`src/rtl/seg_pkg.sv`:
```
// Shared constants, state type and helpers for the seven-segment scan controller.
package seg_pkg;

  localparam int unsigned DIGIT_NUM = 6;

  // Active-low patterns {dp,g,f,e,d,c,b,a}; the decimal point is always off here.
  localparam logic [7:0] SEG_0     = 8'hC0;
  localparam logic [7:0] SEG_1     = 8'hF9;
  localparam logic [7:0] SEG_2     = 8'hA4;
  localparam logic [7:0] SEG_3     = 8'hB0;
  localparam logic [7:0] SEG_4     = 8'h99;
  localparam logic [7:0] SEG_5     = 8'h92;
  localparam logic [7:0] SEG_6     = 8'h82;
  localparam logic [7:0] SEG_7     = 8'hF8;
  localparam logic [7:0] SEG_8     = 8'h80;
  localparam logic [7:0] SEG_9     = 8'h90;
  localparam logic [7:0] SEG_DASH  = 8'hBF;
  localparam logic [7:0] SEG_BLANK = 8'hFF;

  typedef enum logic {
    StIdle,
    StScan
  } state_e;

  // True when digit k (k > 0) and every digit above it hold code 0.
  function automatic logic is_leading_zero(input logic [23:0] d, input logic [2:0] k);
    logic zero;
    zero = (k != 3'd0);
    for (int i = 0; i < int'(DIGIT_NUM); i++) begin
      if (i >= int'(k) && d[4*i +: 4] != 4'h0) begin
        zero = 1'b0;
      end
    end
    return zero;
  endfunction

endpackage

```
`src/rtl/seg_decode.sv`:
```
// Combinational BCD to seven-segment decoder (active-low, no decimal point).
module seg_decode
  import seg_pkg::*;
(
  input  logic [3:0] code,
  input  logic       blank,
  output logic [6:0] pattern
);

  // Blank flag wins; 0-9 are digits, A is a dash, B-F are dark.
  always_comb begin
    pattern = SEG_BLANK[6:0];
    if (!blank) begin
      unique case (code)
        4'h0:    pattern = SEG_0[6:0];
        4'h1:    pattern = SEG_1[6:0];
        4'h2:    pattern = SEG_2[6:0];
        4'h3:    pattern = SEG_3[6:0];
        4'h4:    pattern = SEG_4[6:0];
        4'h5:    pattern = SEG_5[6:0];
        4'h6:    pattern = SEG_6[6:0];
        4'h7:    pattern = SEG_7[6:0];
        4'h8:    pattern = SEG_8[6:0];
        4'h9:    pattern = SEG_9[6:0];
        4'hA:    pattern = SEG_DASH[6:0];
        default: pattern = SEG_BLANK[6:0];
      endcase
    end
  end

endmodule

```
`src/rtl/seg_scan_ctrl.sv`:
```
// Six-digit multiplexed seven-segment scan controller with per-frame input snapshot.
module seg_scan_ctrl
  import seg_pkg::*;
#(
  parameter logic [15:0] CNT_MAX = 16'd49_999
) (
  input  logic        sys_clk,
  input  logic        sys_rst_n,
  input  logic        en,
  input  logic [23:0] data,
  input  logic [5:0]  point,
  input  logic        lz_blank,
  output logic [5:0]  sel,
  output logic [7:0]  seg,
  output logic        frame_start
);

  state_e      state;
  logic [15:0] cnt;
  logic [2:0]  idx;
  logic [23:0] snap_data;
  logic [5:0]  snap_point;
  logic        snap_lz;

  logic [3:0]  cur_code;
  logic        cur_blank;
  logic        cur_dp_n;
  logic [6:0]  cur_pattern;

  // Select the snapshot digit addressed by the current index.
  always_comb begin
    cur_code  = snap_data[4*idx +: 4];
    cur_blank = snap_lz && is_leading_zero(snap_data, idx);
    cur_dp_n  = ~snap_point[idx];
  end

  seg_decode u_decode (
    .code    (cur_code),
    .blank   (cur_blank),
    .pattern (cur_pattern)
  );

  // Scan FSM: dwell counter, digit index, snapshot and registered outputs.
  always_ff @(posedge sys_clk or negedge sys_rst_n) begin
    if (!sys_rst_n) begin
      state       <= StIdle;
      cnt         <= '0;
      idx         <= '0;
      snap_data   <= '0;
      snap_point  <= '0;
      snap_lz     <= 1'b0;
      sel         <= '0;
      seg         <= SEG_BLANK;
      frame_start <= 1'b0;
    end else begin
      unique case (state)
        StIdle: begin
          sel <= '0;
          seg <= SEG_BLANK;
          cnt <= '0;
          idx <= '0;
          if (en) begin
            state       <= StScan;
            snap_data   <= data;
            snap_point  <= point;
            snap_lz     <= lz_blank;
            frame_start <= 1'b1;
          end else begin
            frame_start <= 1'b0;
          end
        end
        StScan: begin
          if (!en) begin
            state       <= StIdle;
            sel         <= '0;
            seg         <= SEG_BLANK;
            cnt         <= '0;
            idx         <= '0;
            frame_start <= 1'b0;
          end else begin
            // Outputs follow the index one clock later, so they hold a full dwell.
            sel <= 6'b000001 << idx;
            seg <= {cur_dp_n, cur_pattern};
            if (cnt == CNT_MAX) begin
              cnt <= '0;
              if (idx == 3'(DIGIT_NUM - 1)) begin
                idx         <= '0;
                snap_data   <= data;
                snap_point  <= point;
                snap_lz     <= lz_blank;
                frame_start <= 1'b1;
              end else begin
                idx         <= idx + 3'd1;
                frame_start <= 1'b0;
              end
            end else begin
              cnt         <= cnt + 16'd1;
              frame_start <= 1'b0;
            end
          end
        end
        default: state <= StIdle;
      endcase
    end
  end

endmodule

```
`config.mk`:
```
export PLATFORM = sky130hd
export DESIGN_NAME = seg_scan_ctrl
export DESIGN_NICKNAME = d
export VERILOG_FILES = /design/src/rtl/seg_pkg.sv /design/src/rtl/seg_decode.sv /design/src/rtl/seg_scan_ctrl.sv
export SDC_FILE = /design/constraint.sdc
export NUM_CORES = 1
export LEC_CHECK = 0
export BUFFER_PORTS_ARGS = -buffer_cell sky130_fd_sc_hd__buf_2
export CORE_UTILIZATION = 60
export DETAILED_ROUTE_END_ITERATION = 6
export GPL_ROUTABILITY_DRIVEN = 0
export GPL_TIMING_DRIVEN = 0
export PLACE_DENSITY_LB_ADDON = 0.05
export SLEW_MARGIN = 20
export SYNTH_ARGS = -nofsm -noshare
export SYNTH_HDL_FRONTEND = slang
export SYNTH_SLANG_ARGS = --single-unit
```
`constraint.sdc`:
```
create_clock -name sys_clk -period 3.8 [get_ports sys_clk]
set_input_delay 0.38 -clock sys_clk [delete_from_list [all_inputs] [get_ports sys_clk]]
set_output_delay 0.38 -clock sys_clk [all_outputs]
set_load 0.005 [all_outputs]
```
==> flow_summary.toml <==
[worst_setup_path]
crit_chain = "buf_6 -> buf_6 -> inv_1 -> ha_1 -> a211oi_1 -> o221ai_1 -> a211oi_1 -> a211oi_2 -> o21ai_1"
worstSetupStartpointType = "flop"
critical_path.max_fanout = 10
worstSetupEndpointType = "flop"
critical_path_class = "reg -> reg"
cp.arrival_ns = 2.61
required_ns = 4.06
slowest_delay_ns = 0.41
cp_slowest_cell = "a211oi_1"

[cells_and_area]
drive_above_1_share_pct = 36.45
num_antenna_cells = 0
num-fill-cells = 380
fin_nets = 372
areaGrowthSynthToFinish_pct = 16.19
fin_area_sq_um = 3842

[clock_tree]
cts-buffers-inserted = 9
cts_hold_buf = 0
postCtsResizedCells = 0
cts.clk_slew.worst_paths_ns = 0.07
clock_sinks = 66
cts_buffer_depth = 2
root_buffer = "clkbuf_8"
htree_levels = 3
cts_tree = "built"
insertion_delay_ns = 0.34
cts_setup_buffers = 0

[hold_path]
hold_class = "in -> async"

[synth]
yosysTopAreaCellShare_pct = 43.89
synth_area_leader_cell = "dfrtp_1"
synthArstFlopShare_pct = 100.0
synth_cells = 268
synth_ff_type = "dfrtp_1"
synth_edf_count = 0
synthDistinctLibCells = 45
netlist_area_sq_um = 3307
yosysMostFrequentCell = "dfrtp_1"
synth_common_cells = "58 x dfrtp_1, 29 x mux2_4, 27 x nor2_1"
ys_ff_latch = 66
avgSynthCellArea_sq_um = 12.34
syn-num-nets = 313
ys_seq_area_share_pct = 50.25
ys_warn_count = 0
synth_area_leaders = "dfrtp_1 44%, mux2_4 13%, dfstp_2 6.4%, ha_1 4.2%, nor2_1 3.1%"

[sta]
max_slew_margin_pct = 46.57
drv_slew = 0
hold_viol = 0
finalCriticalPeriod_ns = 2.347
max_freq_mhz = 426.0
tightest_slew_ns = 0.8015
setup_tns_ns = 0
holdWs_ns = 0.1164
setup_viol = 0
rsz0062_at_grt = "no"
fin_skew_ns = 0.01123
post-route-period-util_pct = 61.78

[pwr]
max-vdd-ir-drop_uv = 310.5
p_total_mw = 1.638
p_leak_nw = 1.827
power_density_nw_per_um2 = 426.2

[route]
viasPerCell = 5.512
dr.pass1.iters = 4
drt-total-wl_mm = 6.139
wl_per_cell_um = 15.27
route.vias.total = 2216
ant_nets = 0
drt_iter0_drc = 148
drcViolationCount = 0

[die]
core_area_sq_um = 5205
die-area_sq_um = 5813
io_pins = 49
dieWidth_um = 76.24
die_h_um = 76.24
rows = 26
initial_core_util_pct = 63.53

[global_routing]
grt_pass1_vias = 2264
grt_max_degree = 67
track_usage_pct = 24.26
grt_first_pass_wirelength_mm = 10.89
antenna_found_initial = 0
overflow = 0

[placed_design]
place_area_sq_um = 3637
portBuffers = 48
hpwl_mm = 4.475

[outcome]
status = "finished, final reports clean"

[job]
maxCapViolations = 0
==> critical path: cells and delay by family (launching register included) <==
family / cells / cell delay, ns
buf+inv: 3 / 0.49
compound gates: 5 / 1.10
flops: 1 / 0.39
fa+ha+maj: 1 / 0.29
==> routing by layer <==
layer | vias up | wire length, um | GRT usage (%)
li1 | 1060 | - | -
met1 | 1099 | 2782 | 31.55
met2 | 49 | 3015 | 39.37
met3 | 8 | 248 | 6.946
met4 | 0 | 93 | 7.692
met5 | - | 0 | 0
==> path summary, 6_finish.rpt <==
check | start | end | slack [ns] | cells past startpoint
max | idx[0]$_DFFE_PN0P_ | seg[3]$_DFF_PN1_ | 1.45 | 9
max reg2reg | idx[0]$_DFFE_PN0P_ | seg[3]$_DFF_PN1_ | 1.45 | 9
min in group sys_clk | en | state$_DFF_PN0_ | 0.20 | 1
max in group asynchronous | sys_rst_n | sel[3]$_DFF_PN0_ | 3.15 | 1
min | sys_rst_n | cnt[6]$_DFF_PN0_ | 0.12 | 1
min reg2reg | cnt[0]$_DFF_PN0_ | cnt[0]$_DFF_PN0_ | 0.46 | 1
==> final cells by class <==
cell class	count	area, sq um	area share [%]
Tap cell	70	87.58	2.279
Clock inverter	4	50.05	1.303
Buffer	11	82.58	2.149
Sequential cell	66	1662	43.24
Timing Repair Buffer	48	242.7	6.317
Clock buffer	12	155.1	4.038
Multi-Input combinational cell	184	1536	39.99
Inverter	7	26.28	0.6838
==> registers in the layout (all words and copies together), names as in the netlist <==
register,cells
cnt,16
frame_start,1
idx,3
seg,8
sel,6
snap_data,24
snap_lz,1
snap_point,6
state,1
==> metrics by stage <==
step,util [%],setup WS (ns),cells
finish,73.82,1.453,402
global route,73.82,1.275,402
CTS,73.82,1.465,402
detailed placement,69.88,1.494,386
global placement,69.83,1.544,386
floorplan,-,1.871,268
==> logic make-up (layout without fill, tap and decap cells) <==
logic type	Yosys count	after routing	synth area share [%]
fa+ha+maj	11	11	4.162
xor+xnor	16	16	4.238
flops	66	66	50.25
buf+inv	18	82	3.291
simple gates	87	87	14.00
mux	43	43	17.90
compound gates	27	27	6.167
==> layout by cell type, fill, tap and decap left out, drive strengths merged, types with 3 or more instances in the layout <==
cell type / n
nand3: 9
clkbuf: 15
mux2i: 10
inv: 6
a211oi: 3
xnor2: 8
mux2: 32
dfstp: 8
ha: 11
nand2: 17
o21ai: 9
buf: 56
a21oi: 6
dfrtp: 58
xor2: 8
nor2: 27
nor3: 5
nor4: 5
and3: 12
==> where the power goes <==
part	leakage (nW)	switching, mW	total (mW)	internal, mW
Clock	0.0986	0.263	0.601	0.338
Combinational	0.909	0.0968	0.224	0.127
Sequential	0.820	0.0466	0.813	0.767
Total	1.83	0.406	1.64	1.23
(Power assumes the default switching activity.)
